### src/rtl/led_uart_pkg.sv
// Shared constants, ASCII helpers and FSM encoding for the LED UART status path.
// Macro LED_STATUS_TX_CRLF_EN selects a CR+LF line ending instead of LF only.
package led_uart_pkg;

   localparam logic [1:0] RED   = 2'd0;
   localparam logic [1:0] GREEN = 2'd1;
   localparam logic [1:0] BLUE  = 2'd2;

   localparam logic [7:0] CHAR_R  = 8'h72;
   localparam logic [7:0] CHAR_G  = 8'h67;
   localparam logic [7:0] CHAR_B  = 8'h62;
   localparam logic [7:0] CHAR_Q  = 8'h3F;
   localparam logic [7:0] CHAR_EQ = 8'h3D;
   localparam logic [7:0] CHAR_LF = 8'h0A;
   localparam logic [7:0] CHAR_CR = 8'h0D;
   localparam logic [7:0] CHAR_0  = 8'h30;

`ifdef LED_STATUS_TX_CRLF_EN
   localparam int MSG_LEN = 7;
`else
   localparam int MSG_LEN = 6;
`endif
   localparam int IDX_W = 3;

   // Uppercase hex: 'A' - 10 = 8'h37
   function automatic logic [7:0] hex_to_ascii(input logic [3:0] i_Nibble);
      if (i_Nibble < 4'd10)
         return CHAR_0 + {4'h0, i_Nibble};
      else
         return 8'h37 + {4'h0, i_Nibble};
   endfunction

   typedef enum logic [2:0] {
      S_IDLE,
      S_LOAD,
      S_START,
      S_WAIT_HI,
      S_WAIT_LO,
      S_NEXT
   } state_t;

endpackage

### src/rtl/led_status_tx_if.sv
// Request, UART transmit handshake and status signals of the LED status transmitter.
interface led_status_tx_if;
   logic       i_Report;
   logic [1:0] i_Colour;
   logic [1:0] i_Number;
   logic [7:0] i_Level;
   logic       o_Start;
   logic [7:0] o_Data;
   logic       i_Busy_TX;
   logic       o_Busy;
   logic       o_Done;
   logic       o_Overrun;

   modport master (
      output i_Report, i_Colour, i_Number, i_Level, i_Busy_TX,
      input  o_Start, o_Data, o_Busy, o_Done, o_Overrun
   );

   modport slave (
      input  i_Report, i_Colour, i_Number, i_Level, i_Busy_TX,
      output o_Start, o_Data, o_Busy, o_Done, o_Overrun
   );
endinterface

### src/rtl/led_status_tx.sv
// Formats one LED status line ("<c><d>=<HH>\n") and streams it into the UART TX handshake.
// Macro LED_STATUS_TX_CRLF_EN adds a CR before the LF.
module led_status_tx
   import led_uart_pkg::*;
#(
   parameter int BUSY_WAIT_CYCLES = 4,
   parameter int WAIT_W           = 3
) (
   input logic             Clock,
   input logic             Reset,
   led_status_tx_if.slave  bus
);

   state_t             r_State, w_State_nxt;
   logic [IDX_W-1:0]   r_Index, w_Index_nxt;
   logic [WAIT_W-1:0]  r_Wait,  w_Wait_nxt;
   logic [1:0]         r_Colour, r_Number;
   logic [7:0]         r_Level;
   logic               w_Capture;
   logic               r_Start, w_Start_nxt;
   logic [7:0]         r_Data,  w_Data_nxt;
   logic               r_Busy,  w_Busy_nxt;
   logic               r_Done,  w_Done_nxt;
   logic               r_Overrun, w_Overrun_nxt;
   logic [7:0]         w_Byte;

   always_comb begin
      w_Byte = CHAR_LF;
      case (r_Index)
         3'd0: begin
            case (r_Colour)
               RED:     w_Byte = CHAR_R;
               GREEN:   w_Byte = CHAR_G;
               BLUE:    w_Byte = CHAR_B;
               default: w_Byte = CHAR_Q;
            endcase
         end
         3'd1: w_Byte = 8'h31 + {6'b0, r_Number};
         3'd2: w_Byte = CHAR_EQ;
         3'd3: w_Byte = hex_to_ascii(r_Level[7:4]);
         3'd4: w_Byte = hex_to_ascii(r_Level[3:0]);
`ifdef LED_STATUS_TX_CRLF_EN
         3'd5: w_Byte = CHAR_CR;
`endif
         default: w_Byte = CHAR_LF;
      endcase
   end

   always_comb begin
      w_State_nxt   = r_State;
      w_Index_nxt   = r_Index;
      w_Wait_nxt    = r_Wait;
      w_Capture     = 1'b0;
      w_Start_nxt   = 1'b0;
      w_Data_nxt    = r_Data;
      w_Busy_nxt    = r_Busy;
      w_Done_nxt    = 1'b0;
      w_Overrun_nxt = bus.i_Report & r_Busy;
      case (r_State)
         S_IDLE: begin
            // The cycle showing o_Done is deliberately not an acceptance cycle
            if (bus.i_Report && !r_Done) begin
               w_Capture   = 1'b1;
               w_Busy_nxt  = 1'b1;
               w_Index_nxt = '0;
               w_State_nxt = S_LOAD;
            end
         end
         S_LOAD: begin
            if (!bus.i_Busy_TX) begin
               w_Data_nxt  = w_Byte;
               w_Start_nxt = 1'b1;
               w_State_nxt = S_START;
            end
         end
         S_START: begin
            w_Wait_nxt  = '0;
            w_State_nxt = S_WAIT_HI;
         end
         S_WAIT_HI: begin
            if (bus.i_Busy_TX)
               w_State_nxt = S_WAIT_LO;
            else if (r_Wait == WAIT_W'(BUSY_WAIT_CYCLES))
               w_State_nxt = S_NEXT;
            else
               w_Wait_nxt = r_Wait + WAIT_W'(1);
         end
         S_WAIT_LO: begin
            if (!bus.i_Busy_TX)
               w_State_nxt = S_NEXT;
         end
         S_NEXT: begin
            if (r_Index == IDX_W'(MSG_LEN - 1)) begin
               w_Done_nxt  = 1'b1;
               w_Busy_nxt  = 1'b0;
               w_Index_nxt = '0;
               w_State_nxt = S_IDLE;
            end else begin
               w_Index_nxt = r_Index + IDX_W'(1);
               w_State_nxt = S_LOAD;
            end
         end
         default: w_State_nxt = S_IDLE;
      endcase
   end

   always_ff @(posedge Clock or posedge Reset) begin
      if (Reset) begin
         r_State   <= S_IDLE;
         r_Index   <= '0;
         r_Wait    <= '0;
         r_Colour  <= '0;
         r_Number  <= '0;
         r_Level   <= '0;
         r_Start   <= 1'b0;
         r_Data    <= 8'h00;
         r_Busy    <= 1'b0;
         r_Done    <= 1'b0;
         r_Overrun <= 1'b0;
      end else begin
         r_State   <= w_State_nxt;
         r_Index   <= w_Index_nxt;
         r_Wait    <= w_Wait_nxt;
         r_Start   <= w_Start_nxt;
         r_Data    <= w_Data_nxt;
         r_Busy    <= w_Busy_nxt;
         r_Done    <= w_Done_nxt;
         r_Overrun <= w_Overrun_nxt;
         if (w_Capture) begin
            r_Colour <= bus.i_Colour;
            r_Number <= bus.i_Number;
            r_Level  <= bus.i_Level;
         end
      end
   end

   assign bus.o_Start   = r_Start;
   assign bus.o_Data    = r_Data;
   assign bus.o_Busy    = r_Busy;
   assign bus.o_Done    = r_Done;
   assign bus.o_Overrun = r_Overrun;

endmodule

### src/flat_wrapper.sv
// flat-port wrapper written by rule: the top's interface ports become plain ports
module led_status_tx_flat import led_uart_pkg::*;
#(
   parameter int BUSY_WAIT_CYCLES = 4,
   parameter int WAIT_W           = 3
)
  (Clock, Reset, bus_i_Report, bus_i_Colour, bus_i_Number, bus_i_Level, bus_i_Busy_TX, bus_o_Start, bus_o_Data, bus_o_Busy, bus_o_Done, bus_o_Overrun);
  led_status_tx_if bus_i ();
  input logic Clock;
  input logic Reset;
  input wire logic [$bits(bus_i.i_Report)-1:0] bus_i_Report;
  input wire logic [$bits(bus_i.i_Colour)-1:0] bus_i_Colour;
  input wire logic [$bits(bus_i.i_Number)-1:0] bus_i_Number;
  input wire logic [$bits(bus_i.i_Level)-1:0] bus_i_Level;
  input wire logic [$bits(bus_i.i_Busy_TX)-1:0] bus_i_Busy_TX;
  output wire logic [$bits(bus_i.o_Start)-1:0] bus_o_Start;
  output wire logic [$bits(bus_i.o_Data)-1:0] bus_o_Data;
  output wire logic [$bits(bus_i.o_Busy)-1:0] bus_o_Busy;
  output wire logic [$bits(bus_i.o_Done)-1:0] bus_o_Done;
  output wire logic [$bits(bus_i.o_Overrun)-1:0] bus_o_Overrun;
  assign bus_i.i_Report = bus_i_Report;
  assign bus_i.i_Colour = bus_i_Colour;
  assign bus_i.i_Number = bus_i_Number;
  assign bus_i.i_Level = bus_i_Level;
  assign bus_i.i_Busy_TX = bus_i_Busy_TX;
  assign bus_o_Start = bus_i.o_Start;
  assign bus_o_Data = bus_i.o_Data;
  assign bus_o_Busy = bus_i.o_Busy;
  assign bus_o_Done = bus_i.o_Done;
  assign bus_o_Overrun = bus_i.o_Overrun;
  led_status_tx #(.BUSY_WAIT_CYCLES(BUSY_WAIT_CYCLES), .WAIT_W(WAIT_W)) u_core (.Clock(Clock), .Reset(Reset), .bus(bus_i));
endmodule
### config.mk
export PLATFORM = sky130hd
export DESIGN_NAME = led_status_tx_flat
export DESIGN_NICKNAME = d
export VERILOG_FILES = /design/src/rtl/led_uart_pkg.sv /design/src/rtl/led_status_tx_if.sv /design/src/rtl/led_status_tx.sv /design/src/flat_wrapper.sv
export SDC_FILE = /design/constraint.sdc
export NUM_CORES = 1
export LEC_CHECK = 0
export BUFFER_PORTS_ARGS = -buffer_cell sky130_fd_sc_hd__buf_2
export CAP_MARGIN = 20
export CORE_MARGIN = 3
export CORE_UTILIZATION = 40
export DETAILED_ROUTE_END_ITERATION = 6
export PLACE_DENSITY = 0.67
export SYNTH_ARGS = -nofsm -noshare
export SYNTH_HDL_FRONTEND = slang
export SYNTH_SLANG_ARGS = --single-unit
export TNS_END_PERCENT = 10
### constraint.sdc
create_clock -name Clock -period 5.1 [get_ports Clock]
set_clock_uncertainty 0.15 [all_clocks]
set_input_delay 0 -clock Clock [delete_from_list [all_inputs] [get_ports Clock]]
set_output_delay 0 -clock Clock [all_outputs]
set_load 0.01 [all_outputs]
======== Word level (Yosys, flattened, before mapping) ========
Index checks and enable logic that the tools add are counted.
storage, ports and cells
  register bits after elaboration ......... 33
  bits of input ports ..................... 16
  output and inout bits ................... 12
  word-level logic and storage cells ...... 80
operators by class
  $add $sub $neg .......................... 7
  magnitude comparators ................... 2
  equal/unequal tests ..................... 20
  mux-type cells .......................... 26
  bitwise gates (word level) .............. 2
  reductions and logical operators ........ 12
operator list
  cell                                                                   count
  8-bit one-hot mux with 5 select lines                                  1
  6-bit by 4-bit adder with 7-bit output, first input constant           4
  3-bit 2-to-1 mux                                                       9
  7-bit one-hot mux with 3 select lines                                  1
  3-bit one-hot mux with 6 select lines                                  1
  8-bit 2-to-1 mux                                                       2
  3-bit equality test, second input constant                             5
  3-bit by 2-bit equality test with 1-bit output, second input constant  4
  3-bit one-hot mux with 2 select lines                                  2
  1-bit 2-to-1 mux                                                       9
  4-bit < comparator, second input constant                              2
  2-bit != test, second input constant                                   4
  6-bit by 2-bit adder with 7-bit output, first input constant           1
  3-bit by 1-bit adder with 3-bit output, second input constant          2
  3-bit by 1-bit equality test with 1-bit output, second input constant  2
  3-bit zero test                                                        2
  3-bit AND reduction                                                    2
  2-bit by 1-bit != test with 1-bit output, second input constant        2
  2-bit AND reduction                                                    2
  4-bit AND reduction                                                    1
  2-bit nonzero test                                                     2
  3-bit by 2-bit != test with 1-bit output, second input constant        1
  2-bit by 1-bit equality test with 1-bit output, second input constant  1
  2-bit equality test, second input constant                             1
  other kinds (6)                                                        6

======== Logic depth before layout (Yosys ltp) ========
  word-level depth ........................ 4
  gate-level depth with buffers ........... 9
  gate-level depth less buffers ........... 7

======== Least setup slack after synthesis ========
Ideal clock, no wire load.
  path type ............................... reg2reg
  start point ............................. reg u_core.r_State[0]
  end point ............................... reg u_core.r_Colour[0]
  setup time .............................. 0.125 ns
  data arrival time ....................... 1.383 ns
  data required time ...................... 4.825 ns
  path slack .............................. 3.442 ns
  cell stages (with the launch flop) ...... 5
  buffers on the path ..................... 2
  clock period less this slack ............ 1.658 ns
  cells stage by stage .................... dfrtp_1 -> buf_6 -> nor4_2 -> buf_2 -> mux2_2
between the ends
  word-level cells in the longest chain between the ends .. 2
RTL lines
  element                   line                  text
  start: declaration        led_status_tx.sv:14   state_t r_State, w_State_nxt;
  start signal: assignment  led_status_tx.sv:121  r_State <= w_State_nxt;
  3-bit zero test           led_status_tx.sv:59   case (r_State)
  1-bit 2-to-1 mux          led_status_tx.sv:59
  end signal: assignment    led_status_tx.sv:130  r_Colour <= bus.i_Colour;
  end: declaration          led_status_tx.sv:17   logic [1:0] r_Colour, r_Number;
Every way passes these cells.
A chain may end at the register's enable or synchronous reset.

======== Final worst setup path ========
  start point ............................. reg u_core.r_Index[0]
  end point ............................... reg u_core.r_Data[3] (netlist: u_core.bus.o_Data[3])
between the ends
  word-level cells in the longest chain between the ends .. 2
  elaborated cells on any way between the ends .. 6
  those cells by class .................... 4 x eq/ne; 1 x mux; 1 x reduce/logical
RTL lines
  element                                            line                  text
  start: declaration                                 led_status_tx.sv:15   logic [IDX_W-1:0] r_Index, w_Index_nxt;
  start signal: assignment                           led_status_tx.sv:122  r_Index <= w_Index_nxt;
  3-bit equality test, or another cell as far along  n/a
  8-bit one-hot mux with 5 select lines (*)          led_status_tx.sv:29   case (r_Index)
  end signal: assignment                             led_status_tx.sv:125  r_Data <= w_Data_nxt;
  end: declaration                                   led_status_tx.sv:21   logic [7:0] r_Data, w_Data_nxt;
Mark *: on every way between the ends. The rest lies on a longest branch, timed or not.

==> impl_metrics.yaml <==
outcome:
  outcome: "finished, final reports clean"
floorplanning:
  die_height_um: 73.2
  die_width_um: 73.2
  design.die.area_um2: 5360
  ioPinCount: 28
  start_util_pct: 43.3
  num_rows: 23
  floorplan.core_area_um2: 4170
flow_run:
  max_cap_violations: 0
timing:
  setup_total_negative_slack_ns: 0
  fin_worst_setup_slack_ns: 3.11
  final_setup_violation_count: 0
  layout_worst_path_cycle_share_pct: 39.0
  finalWorstPathRequiredPeriod_ns: 1.99
  max_freq_mhz: 503
  grt_setup_unrepaired: "false"
  hold_viol: 0
  slew_violations: 0
worst_setup_path:
  setup.worst_path.start_class: "flip-flop"
  worst-r2r-setup-slack_ns: 3.11
  worst_r2r_startpoint: "u_core.r_Index[0]"
  path_class: "flip-flop to flip-flop"
  reg2reg_depth: 6
  timing.critical_path.required_ns: 5.12
  data_arrival_time_of_the_worst_path_ns: 2.01
  critical_path_peak_fanout: 16
  timing.rr.end: "u_core.bus.o_Data[3]"
  capturing_element_type_of_the_critical_path: "flip-flop"
yosys:
  synth_adder_area_share_pct: 5.54
  synthXorXnorAreaFrac_pct: 1.46
  yosys_warnings: 0
  postSynthRegisterBits: 32
  most_used_flip_flop_cell_after_synthesis: "dfrtp_1"
  syn-cell-area_um2: 1810
  synth.yosys.seq_area_share_pct: 44.4
  synth_top_family_by_area: "compound AO/OA/AOI/OAI gates"
  complex_gate_fraction_of_the_synthesized_area_pct: 18.1
  synth_enable_flop_cells: 0
  synth_nets: 210
  synth-simple-area-share_pct: 16.5
  synth_cell_types: 43
  synth_async_sr_flop_share_pct: 100
  avgSynthCellArea_um2: 9.71
  syn-instance-count: 186
  muxShareOfSynthArea_pct: 6.17
clock_tree:
  cts_htree_levels: 2
  cts.root.buffer_cell: "clkbuf_8"
  clock_transition_at_the_registers_of_the_reported_paths_ns: 0.07
  total_clock_buffers_created_by_cts: 5
  max-clock-path-buffers: 2
  tritoncts_clock_tree: "done"
  cts.sinks: 32
  postCtsSetupBuffers: 0
  worst_skew_pair.late_latency_ns: 0.29
place:
  pre_cts_ws_ns: 3.19
  io_buffers: 26
  dp_hpwl_um: 2520
  place.gp.congestion: 0.903
  numPlacedInstances: 253
detailed_routing:
  drc: 0
  route.antenna.remaining_nets: 0
  drt_iter0_drc: 54
  wl_per_cell_um: 13.1
  post_drt_via_cell_ratio: 5.30
  drt_pre_antenna_iters: 4
  routed-via-count: 1464
  routed_wl_um: 3620
power_and_ir_drop:
  vdd_ir_drop_max_uv: 243
  total_leakage_power_uw: 0.000961
  power_density_nw_per_um2: 548
cells_and_area:
  layout_commonest_cell: "dfrtp_1"
  num_antenna_cells: 0
  mostFrequentLayoutCells: "dfrtp_1, buf_2"
  drive_gt1_share_pct: 22.1
  layout.nets: 249
  syn2layout_area_growth_pct: 20.9
  filler_cell_count: 379
  instances_no_fill: 276
worst_hold_path:
  hold_class: "input pin to asynchronous set/reset pin"
global_routing:
  number_of_global_route_vias_before_repair: 1407
  track_usage_pct: 15.4
  first_pass_grt_wire_length_um: 6270
  grt_antenna_before_repair: 0
  grt_remaining_overflow: 0
  grt_start_max_net_pins: 33
## cells in the mapped netlist, types with 2 or more instances
cell / n / area share (%)
nand2_1: 15 / 3.1
nor2_1: 15 / 3.1
a31oi_1: 3 / 1.0
nor2b_1: 4 / 1.4
ha_1: 8 / 5.5
nand2b_1: 5 / 1.7
o21ai_0: 14 / 3.9
nand3_1: 5 / 1.4
buf_6: 3 / 1.9
buf_2: 3 / 0.83
a311oi_1: 2 / 0.97
dfrtp_1: 32 / 44
inv_1: 15 / 3.1
mux2_2: 9 / 5.6
o31ai_1: 4 / 1.7
nor3_1: 3 / 0.83
and2_1: 2 / 0.69
a211oi_1: 5 / 2.1
a221oi_1: 2 / 0.97
a21oi_1: 8 / 2.2
buf_4: 4 / 1.7
xnor2_1: 3 / 1.5
nand3b_1: 2 / 0.83
## layout make-up
| type | count | area [um2] | share of cell area, % |
|---|---|---|---|
| sequential | 32 | 801 | 36.7 |
| tap | 50 | 62.6 | 2.87 |
| clock inverter | 2 | 10.0 | 0.459 |
| inverter | 15 | 56.3 | 2.58 |
| clock buffer | 6 | 82.6 | 3.78 |
| timing repair buffer | 43 | 295 | 13.5 |
| multi-input combinational | 128 | 875 | 40.1 |
## flip-flops by register name (all words and copies together) (netlist names)
name                  flops
u_core.bus.o_Busy         1
u_core.bus.o_Data         7
u_core.bus.o_Done         1
u_core.bus.o_Overrun      1
u_core.bus.o_Start        1
u_core.r_Colour           2
u_core.r_Index            3
u_core.r_Level            8
u_core.r_Number           2
u_core.r_State            3
u_core.r_Wait             3
## worst max-delay path, cell delays in order, from the launching register on
cell and delay (ns):
dfrtp_1 0.61, nand2_1 0.16, inv_1 0.09, ha_1 0.31
a21oi_1 0.12, a311oi_1 0.33, o21ai_1 0.09
## through the flow
| stage | instance area, um2 | utilization (%) | hold slack [ns] | power [uW] |
|---|---|---|---|---|
| after floorplan | 1810 | - | -0.0338 | 872 |
| after global placement | 1940 | 46.5 | -0.0399 | 985 |
| after detailed placement | 1940 | 46.5 | -0.0414 | 987 |
| after CTS | 2180 | 52.3 | 0.193 | 1200 |
| after global routing | 2180 | 52.3 | 0.250 | 1310 |
| final | 2180 | 52.3 | 0.180 | 1200 |
## how the worst max path moves through the flow
stage                     depth (start not counted)               from  slack [ns]              endpoint
after floorplan                                   4  u_core.r_State[0]        3.44    u_core.r_Colour[0]
after global placement                            6  u_core.r_State[2]        3.22  u_core.bus.o_Data[2]
after detailed placement                          6  u_core.r_Index[0]        3.19  u_core.bus.o_Data[0]
after CTS                                         6  u_core.r_Index[0]        3.16  u_core.bus.o_Data[0]
after global routing                              6  u_core.r_Index[0]        2.92  u_core.bus.o_Data[0]
final                                             6  u_core.r_Index[0]        3.11  u_core.bus.o_Data[3]
## kinds of logic (layout without fill, tap and decap cells)
family | count (synthesis) | after routing
flip-flops | 32 | 32
XOR/XNOR | 3 | 3
adder cells (fa/ha/maj) | 8 | 8
multiplexers | 10 | 10
other | 1 | 1
buffers and inverters | 26 | 66
AND/OR/NAND/NOR | 58 | 58
AO/OA/AOI/OAI | 48 | 48
## timing repair
action | 4_1_cts | 5_1_grt
setup endpoints to repair | 0 | 0
endpoints found under the hold margin | 47 | 0
hold buffers | 15 | 0
gates resized for setup | 0 | 0
## layer usage
layer	vias up	global-route usage, %	routed length (um)
li1	728	-	-
met1	685	20.4	1730
met2	45	22.9	1610
met3	6	5.10	226
met4	0	6.35	53
met5	-	0	0
## power by group
group,switching [uW],total (uW),internal [uW]
Clock,93.5,201,107
Sequential,135,493,358
Combinational,261,502,242
Total,489,1200,707
(Power assumes the default switching activity.)
